`config.mk`:
```
export PLATFORM = sky130hd
export DESIGN_NAME = seq_min_max
export DESIGN_NICKNAME = d
export VERILOG_FILES = /design/src/rtl/seq_min_max_pkg.sv /design/src/rtl/seq_min_max_minmax_cmp.sv /design/src/rtl/seq_min_max.sv
export SDC_FILE = /design/constraint.sdc
export NUM_CORES = 1
export LEC_CHECK = 0
export ABC_AREA = 1
export CELL_PAD_IN_SITES_DETAIL_PLACEMENT = 2
export CELL_PAD_IN_SITES_GLOBAL_PLACEMENT = 2
export CORE_ASPECT_RATIO = 1.25
export CORE_MARGIN = 2
export CORE_UTILIZATION = 32
export CTS_CLUSTER_DIAMETER = 30
export DETAILED_ROUTE_END_ITERATION = 8
export HOLD_SLACK_MARGIN = 0.12
export PLACE_DENSITY_LB_ADDON = 0.15
export SYNTH_ARGS = -nofsm -noshare
export SYNTH_HDL_FRONTEND = slang
export SYNTH_SLANG_ARGS = --single-unit
```
`constraint.sdc`:
```
create_clock -name clk -period 1.94 [get_ports clk]
set_clock_uncertainty 0.2 [all_clocks]
set_input_delay 0.388 -clock clk [delete_from_list [all_inputs] [get_ports clk]]
set_output_delay 0.388 -clock clk [all_outputs]
set_load 0.01 [all_outputs]
```
`src/rtl/seq_min_max_pkg.sv`:
```
// rtl/seq_min_max_pkg.sv - shared FSM state type and default widths for seq_min_max
package seq_min_max_pkg;

    localparam int DEF_N     = 8;
    localparam int DEF_CNT_W = 8;

    typedef enum logic [1:0] {
        IDLE  = 2'd0,
        ACCUM = 2'd1,
        HOLD  = 2'd2
    } state_e;

endpackage

```
`src/rtl/seq_min_max_minmax_cmp.sv`:
```
// rtl/seq_min_max_minmax_cmp.sv - unsigned strict compares of a sample against running min/max
module minmax_cmp #(
    parameter int N = 8
) (
    input  logic [N-1:0] sample,
    input  logic [N-1:0] min,
    input  logic [N-1:0] max,
    output logic         lt_min,
    output logic         gt_max
);

    assign lt_min = sample < min;
    assign gt_max = sample > max;

endmodule

```
`src/rtl/seq_min_max.sv`:
```
// rtl/seq_min_max.sv - per-frame min/max/count tracker with held result handshake
// Optional SEQ_MIN_MAX_INDEX_EN adds first-occurrence index outputs m_min_idx/m_max_idx.
module seq_min_max
    import seq_min_max_pkg::*;
#(
    parameter int N     = DEF_N,
    parameter int CNT_W = DEF_CNT_W
) (
    input  logic             clk,
    input  logic             rst_n,
    input  logic             s_valid,
    output logic             s_ready,
    input  logic [N-1:0]     s_data,
    input  logic             s_last,
    output logic             m_valid,
    input  logic             m_ready,
    output logic [N-1:0]     m_min,
    output logic [N-1:0]     m_max,
    output logic [CNT_W-1:0] m_count
`ifdef SEQ_MIN_MAX_INDEX_EN
    ,
    output logic [CNT_W-1:0] m_min_idx,
    output logic [CNT_W-1:0] m_max_idx
`endif
);

    localparam logic [CNT_W-1:0] CNT_MAX = {CNT_W{1'b1}};

    state_e           state_q, state_d;
    logic [N-1:0]     acc_min_q, acc_min_d;
    logic [N-1:0]     acc_max_q, acc_max_d;
    logic [CNT_W-1:0] acc_cnt_q, acc_cnt_d;
    logic [N-1:0]     res_min_q, res_min_d;
    logic [N-1:0]     res_max_q, res_max_d;
    logic [CNT_W-1:0] res_cnt_q, res_cnt_d;
`ifdef SEQ_MIN_MAX_INDEX_EN
    logic [CNT_W-1:0] acc_min_idx_q, acc_min_idx_d;
    logic [CNT_W-1:0] acc_max_idx_q, acc_max_idx_d;
    logic [CNT_W-1:0] res_min_idx_q, res_min_idx_d;
    logic [CNT_W-1:0] res_max_idx_q, res_max_idx_d;
`endif

    logic accept;
    logic lt_min, gt_max;

    assign s_ready = (state_q != HOLD);
    assign m_valid = (state_q == HOLD);
    assign accept  = s_valid && s_ready;

    minmax_cmp #(.N(N)) u_cmp (
        .sample (s_data),
        .min    (acc_min_q),
        .max    (acc_max_q),
        .lt_min (lt_min),
        .gt_max (gt_max)
    );

    always_comb begin
        state_d   = state_q;
        acc_min_d = acc_min_q;
        acc_max_d = acc_max_q;
        acc_cnt_d = acc_cnt_q;
        res_min_d = res_min_q;
        res_max_d = res_max_q;
        res_cnt_d = res_cnt_q;
`ifdef SEQ_MIN_MAX_INDEX_EN
        acc_min_idx_d = acc_min_idx_q;
        acc_max_idx_d = acc_max_idx_q;
        res_min_idx_d = res_min_idx_q;
        res_max_idx_d = res_max_idx_q;
`endif
        if (accept) begin
            if (state_q == IDLE) begin
                acc_min_d = s_data;
                acc_max_d = s_data;
                acc_cnt_d = CNT_W'(1);
`ifdef SEQ_MIN_MAX_INDEX_EN
                acc_min_idx_d = '0;
                acc_max_idx_d = '0;
`endif
            end else begin
                // Pre-increment count is this sample's zero-based position and saturates with it.
                if (lt_min) begin
                    acc_min_d = s_data;
`ifdef SEQ_MIN_MAX_INDEX_EN
                    acc_min_idx_d = acc_cnt_q;
`endif
                end
                if (gt_max) begin
                    acc_max_d = s_data;
`ifdef SEQ_MIN_MAX_INDEX_EN
                    acc_max_idx_d = acc_cnt_q;
`endif
                end
                if (acc_cnt_q != CNT_MAX) begin
                    acc_cnt_d = acc_cnt_q + CNT_W'(1);
                end
            end
            if (s_last) begin
                state_d   = HOLD;
                res_min_d = acc_min_d;
                res_max_d = acc_max_d;
                res_cnt_d = acc_cnt_d;
`ifdef SEQ_MIN_MAX_INDEX_EN
                res_min_idx_d = acc_min_idx_d;
                res_max_idx_d = acc_max_idx_d;
`endif
            end else begin
                state_d = ACCUM;
            end
        end else if (state_q == HOLD && m_ready) begin
            state_d = IDLE;
        end
    end

    always_ff @(posedge clk or negedge rst_n) begin
        if (!rst_n) begin
            state_q   <= IDLE;
            acc_min_q <= '0;
            acc_max_q <= '0;
            acc_cnt_q <= '0;
            res_min_q <= '0;
            res_max_q <= '0;
            res_cnt_q <= '0;
`ifdef SEQ_MIN_MAX_INDEX_EN
            acc_min_idx_q <= '0;
            acc_max_idx_q <= '0;
            res_min_idx_q <= '0;
            res_max_idx_q <= '0;
`endif
        end else begin
            state_q   <= state_d;
            acc_min_q <= acc_min_d;
            acc_max_q <= acc_max_d;
            acc_cnt_q <= acc_cnt_d;
            res_min_q <= res_min_d;
            res_max_q <= res_max_d;
            res_cnt_q <= res_cnt_d;
`ifdef SEQ_MIN_MAX_INDEX_EN
            acc_min_idx_q <= acc_min_idx_d;
            acc_max_idx_q <= acc_max_idx_d;
            res_min_idx_q <= res_min_idx_d;
            res_max_idx_q <= res_max_idx_d;
`endif
        end
    end

    assign m_min   = res_min_q;
    assign m_max   = res_max_q;
    assign m_count = res_cnt_q;
`ifdef SEQ_MIN_MAX_INDEX_EN
    assign m_min_idx = res_min_idx_q;
    assign m_max_idx = res_max_idx_q;
`endif

endmodule

```
==> flow_metrics.py, run 1 <==
metrics = {
    "outcome": {
        "status": "finished with violations",
        "violations": "negative setup slack",
    },
    "clock_tree": {
        "clock_path_buffers": 2,
        "cts-buffers-inserted": 5,
        "cts_tree": "done",
        "clockRootBuffer": "clkbuf_8",
        "cts.sinks": 50,
        "clk_pin_slew_ps": 90,
        "htree_num_levels": 2,
        "insertion_delay_ps": 310,
    },
    "grt": {
        "antenna_found_initial": 0,
        "grt_pass1_wl_microns": 14300,
        "grt_max_degree": 51,
        "track_usage_pct": 19.8,
        "overflow": 0,
        "grt_pass1_vias": 2940,
    },
    "layout": {
        "syn2layout_area_growth_pct": 43.6,
        "finalNetCount": 448,
        "diodes": 0,
        "final_util_pct": 47.7,
        "layout.cells.non_filler": 516,
        "final_cell_mix": "105 x nand2_1, 50 x dfrtp_1, 27 x clkdlybuf4s50_1, 25 x inv_1, 25 x nand3_1",
        "fill_cells": 925,
        "layout-drive-gt1-share_pct": 30.3,
        "layout_commonest_cell": "nand2_1",
    },
    "floorplan": {
        "die_width_microns": 87.2,
        "core_area_sq_um": 8330,
        "initial_core_util_pct": 33.2,
        "die_h_microns": 108,
        "row_count": 37,
        "ios": 39,
        "dieArea_sq_um": 9420,
    },
    "setup_path": {
        "max_stage_delay_ps": 410,
        "crit_start": "acc_max_q[5]",
        "end_kind": "flop",
        "r2r_end": "m_max[6]",
        "required_ps": 1940,
        "cp.depth": 11,
        "critical_path_class": "flop to flop",
        "cp_top_family": "simple AND/OR/NAND/NOR gates",
        "path_cells": "inv_2 > ha_4 > a21oi_2 > nor2_1 > nor2_1 > nand2_2 > nand2_4 > buf_4 > nand3_1 > nand3_1 > nand2_1",
        "ff2ff_setup_slack_ps": -80,
        "worst_path_max_delay_cell": "dfrtp_1",
        "timing.rr.start": "acc_max_q[5]",
        "critPathLaunchType": "flop",
        "arrival_ps": 2020,
        "path_buf_inv": 2,
        "cp_max_fo": 5,
        "ff2ff_path_depth": 11,
    },
    "place": {
        "hpwlAfterDp_microns": 6110,
        "io_buffers": 38,
        "gp_congestion": 0.776,
        "preCtsSetupSlack_ps": -587,
        "numPlacedInstances": 492,
    },
    "yosys": {
        "ys_seq_area_share_pct": 45.2,
        "synth.largest_area_cell": "dfrtp_1",
        "synth_top_area_share_pct": 45.2,
        "yosys-top-cells-area": "dfrtp_1 45%, nand2_1 17%, nand3_1 9.4%",
        "synth-seq-cells": 50,
        "yosysWarnings": 0,
        "synth_area_per_cell_sq_um": 7.80,
        "synth_area_sq_um": 2770,
        "synth_cell_type_count": 27,
        "synthCells": 355,
        "synthesis.nets": 384,
    },
    "pwr": {
        "total_power_mw": 5.78,
        "p_leak_nw": 1.95,
        "power.density_nw_per_um2": 1450,
        "vdd_drop_max_mv": 0.567,
    },
    "timing": {
        "rsz0062_at_grt": "true",
        "hold_viol_final": 0,
        "setup_slack_ps": -79.7,
        "fin_crit_sh_pct": 104,
        "fin_crit_ps": 2020,
        "max_freq_mhz": 495,
        "finalSetupViolCount": 22,
        "slew_headroom_pct": 73.7,
        "worstMarginPinSlew_ps": 394,
        "finalSetupTns_ps": -514,
        "drv_slew": 0,
    },
    "min_path": {
        "whs_path_depth": 2,
        "hold_path.startpoint": "m_max[0]",
        "hold_end": "m_max[0]",
        "worstHoldPathType": "flop to flop",
    },
    "route": {
        "antenna_left": 0,
        "routed_via_density": 5.19,
        "drt-total-wl_microns": 10300,
        "drcViolationCount": 0,
        "vias": 2679,
        "routedWlPerCell_microns": 19.9,
        "dr.pass1.iters": 4,
        "drt_iter0_markers": 96,
    },
    "flow_run": {
        "maxCapViolCount": 0,
    },
}
[registers in the layout, summed over array words and instances (netlist names)]
signal     count
acc_cnt_q      8
acc_max_q      8
acc_min_q      8
m_count        8
m_max          8
m_min          8
state_q        2
[worst reg2reg max path, cell delays in order, from the launching register on]
cell	delay, ps
dfrtp_1	410
inv_2	90
ha_4	210
a21oi_2	150
nor2_1	70
nor2_1	130
nand2_2	80
nand2_4	110
buf_4	130
nand3_1	110
nand3_1	140
nand2_1	70
[routing by layer]
layer / wire length, microns / GRT usage (%) / vias up
met5: 0 / 0 / -
met4: 291 / 6.81 / 0
met3: 212 / 2.82 / 23
met2: 5830 / 37.5 / 44
met1: 3950 / 22.1 / 1361
li1: - / - / 1251
[logic make-up after synthesis]
family	Yosys count	share of synthesized area, %
flip-flops	50	45.2
adder cells (fa/ha/maj)	16	7.23
AND/OR/NAND/NOR	207	33.5
buffers and inverters	53	8.40
AO/OA/AOI/OAI	27	5.06
XOR/XNOR	2	0.632
[cell type report]
class,count,area (sq um),share of cell area (%)
multi-input combinational,252,1730,43.4
sequential,50,1250,31.4
timing repair buffer,67,637,16.0
inverter,43,166,4.18
clock buffer,7,76.3,1.92
tap,97,121,3.05
[where the power goes]
group | switching, mW | leakage, nW | internal [mW] | total [mW]
registers | 0.315 | 0.628 | 1.45 | 1.76
logic | 1.91 | 1.28 | 1.51 | 3.42
clock network | 0.351 | 0.0383 | 0.250 | 0.601
[how the worst max path moves through the flow]
| stage | end |
|---|---|
| floorplan | acc_min_q[0] |
| global placement | m_min[6] |
| detailed placement | acc_min_q[6] |
| CTS | acc_min_q[6] |
| global route | m_max[6] |
| finish | m_max[6] |
[synthesized netlist by cell type]
library cell	number
inv_2	6
o211ai_1	1
nand2_2	4
nand2_1	129
nand4_4	1
inv_4	1
a21o_1	1
inv_1	36
ha_1	16
dfrtp_1	50
or2_0	1
a21oi_1	4
nor2_1	11
nor2_2	1
nor3_1	1
nand3_1	52
nor2_8	1
xor2_1	1
buf_6	3
nand2_4	2
nand4_1	2
o21ai_0	8
xnor2_1	1
nor3b_2	1
o21ai_1	13
nor2_4	1
buf_2	7
[through the flow]
stage	area, sq um	hold slack [ps]
5_1_grt	3980	324
2_1_floorplan	2770	-108
3_5_place_dp	3330	209
3_3_place_gp	3330	211
4_1_cts	3530	291
6_report	3980	288
[repair_timing]
action | CTS | global route
hold buffers | 1 | 0
buffers inserted | 6 | 10
setup endpoints to repair | 34 | 33
pin swaps | 7 | 32
endpoints found under the hold margin | 50 | 0
resized for setup | 28 | 85
Power figures use the tool's default switching activity.
==> run 2: changes to the inputs <==
--- a/config.mk
+++ b/config.mk
@@ -15,6 +15,7 @@
 export DETAILED_ROUTE_END_ITERATION = 8
 export HOLD_SLACK_MARGIN = 0.12
 export PLACE_DENSITY_LB_ADDON = 0.15
+export RECOVER_POWER = 100
 export SYNTH_ARGS = -nofsm -noshare
 export SYNTH_HDL_FRONTEND = slang
 export SYNTH_SLANG_ARGS = --single-unit
==> run 2 against run 1 <==
The flow still finishes with violations (negative setup slack). Flip-flop and latch count did not move. Total power fell by 1.5%. Global-route usage did not move. Worst hold slack got worse by 5.3 ps. Highest routed layer unchanged.
==> flow_metrics.py, run 2 (synthesis gave the netlist of run 1 again) <==
metrics = {
    "pwr": {
        "power.density_nw_per_um2": 1440,
        "vdd_drop_max_mv": 0.542,
        "pwr-share-seq_pct": 30.7,
        "intPower_mw": 3.14,
        "p_sw_mw": 2.55,
        "combPwrFrac_pct": 58.8,
        "p_leak_nw": 1.97,
        "power_frac_clock_pct": 10.5,
        "p_sw_share_pct": 44.9,
    },
    "grt": {
        "grt_pass1_wl_microns": 14300,
        "grt_pass1_vias": 2940,
        "grt_max_degree": 51,
        "antenna_found_initial": 0,
        "track_usage_pct": 19.8,
        "overflow": 0,
    },
    "setup_path": {
        "cp_max_fo": 5,
        "path_cells": "inv_2 > ha_1 > nand2_1 > inv_2 > nand2_2 > nand2_2 > nand2_1 > nand2_1 > nand2_4 > buf_4 > nand3_1 > nand3_1 > nand2_1",
        "cpMostUsedCell": "nand2_1",
        "cp_top_family": "simple AND/OR/NAND/NOR gates",
        "arrival_ps": 2020,
        "crit_start": "acc_max_q[2]",
        "timing.rr.start": "acc_max_q[2]",
        "end_kind": "flop",
        "worst_path_max_delay_cell": "dfrtp_1",
        "critical_path_class": "flop to flop",
        "max_stage_delay_ps": 410,
        "required_ps": 1940,
        "critPathLaunchType": "flop",
        "path_buf_inv": 3,
    },
    "place": {
        "gp_congestion": 0.776,
        "placed_cell_area_sq_um": 3330,
        "io_buffers": 38,
        "hpwlAfterDp_microns": 6110,
    },
    "layout": {
        "layout-drive-gt1-share_pct": 29.4,
        "final_cell_mix": "107 x nand2_1, 50 x dfrtp_1, 26 x inv_1, 25 x nand3_1, 24 x nand3_2",
        "postLayoutCellArea_sq_um": 3940,
        "syn2layout_area_growth_pct": 42.2,
        "final_util_pct": 47.3,
        "layout_commonest_cell": "nand2_1",
        "finalNetCount": 448,
        "diodes": 0,
    },
    "route": {
        "routed_via_density": 5.18,
        "drt_iter0_markers": 97,
        "vias": 2672,
        "dr.pass1.iters": 4,
        "drt-total-wl_microns": 10300,
        "drcViolationCount": 0,
        "routedWlPerCell_microns": 19.9,
        "antenna_left": 0,
    },
    "clock_tree": {
        "cts_tree": "done",
        "htree_num_levels": 2,
        "cts-buffers-inserted": 5,
        "clock_path_buffers": 2,
        "insertion_delay_ps": 310,
        "clk_pin_slew_ps": 80,
        "cts.sinks": 50,
        "clockRootBuffer": "clkbuf_8",
    },
    "floorplan": {
        "initial_core_util_pct": 33.2,
        "die_h_microns": 108,
        "dieArea_sq_um": 9420,
        "core_area_sq_um": 8330,
        "row_count": 37,
        "ios": 39,
        "die_width_microns": 87.2,
    },
    "outcome": {
        "status": "finished with violations",
        "violations": "negative setup slack",
    },
    "flow_run": {
        "maxCapViolCount": 0,
    },
    "timing": {
        "finalSetupTns_ps": -536,
        "max_freq_mhz": 494,
        "rsz0062_at_grt": "true",
        "drv_slew": 0,
        "worstMarginPinSlew_ps": 728,
        "finalSetupViolCount": 23,
        "fin_crit_sh_pct": 104,
        "hold_viol_final": 0,
        "slew_headroom_pct": 51.4,
        "fin_crit_ps": 2020,
        "setup_slack_ps": -83.6,
    },
    "min_path": {
        "worstHoldPathType": "flop to flop",
        "hold_path.startpoint": "m_max[0]",
    },
}
run 2: cell types whose count changed in the layout (fill, tap and decap cells not counted), moves of 2 or more:
cell / change
clkdlybuf4s50_1: -18
nand2_1: +2
clkbuf_4: +2
o21ai_1: -2
dlygate4sd3_1: +18
o21ai_0: +2
run 2: final cells by class:
| cell class | instances | area, sq um |
|---|---|---|
| Clock buffer | 7 | 76.3 |
| Fill cell | 930 | 4390 |
| Inverter | 43 | 166 |
| Multi-Input combinational cell | 252 | 1700 |
| Sequential cell | 50 | 1250 |
| Tap cell | 97 | 121 |
| Timing Repair Buffer | 67 | 624 |
run 2: final timing paths:
check                      cells past startpoint  slack [ps]            to
min                                            2         280      m_max[0]
min reg2reg                                    2         280      m_max[0]
max in group asynchronous                      3         500  acc_max_q[3]
max                                           13         -80      m_max[6]
max reg2reg                                   13         -80      m_max[6]
min in group asynchronous                      3         560    m_count[5]
run 2: per-layer routing:
layer | routed length, microns | vias up | track usage, %
li1 | - | 1251 | -
met1 | 3930 | 1352 | 22.1
met2 | 5840 | 46 | 37.5
met3 | 215 | 23 | 2.82
met4 | 291 | 0 | 6.81
met5 | 0 | - | 0
run 2: what timing repair did:
action,4_1_cts,5_1_grt
resized for setup,28,85
pin swaps,7,32
setup endpoints to repair,34,33
setup buffers,6,10
hold buffers,1,0
hold endpoints to repair,50,0
run 2: power by group through the flow:
| stage | logic, mW | clock network (mW) | registers [mW] |
|---|---|---|---|
| 2_1_floorplan | 1.22 | 0 | 1.77 |
| 3_3_place_gp | 2.19 | 0 | 1.71 |
| 3_5_place_dp | 2.30 | 0 | 1.74 |
| 4_1_cts | 2.53 | 0.627 | 1.73 |
| 5_1_grt | 3.66 | 0.658 | 1.79 |
| 6_report | 3.34 | 0.600 | 1.75 |
run 2: through the flow:
stage                     total power [mW]  worst slack (ps)  hold slack, ps  instances
after detailed placement              4.04              -587             209        492
after global routing                  6.11              -183             324        516
after CTS                             4.89             -2.93             291        506
after floorplan                       2.98               202            -108        355
after global placement                3.91              -541             211        492
final                                 5.69             -83.6             282        516
run 2: tightest hold or removal path, stage by stage (launching register included):
cell and delay, ps:
dfrtp_1 350, nand2_1 60, nand2_1 50
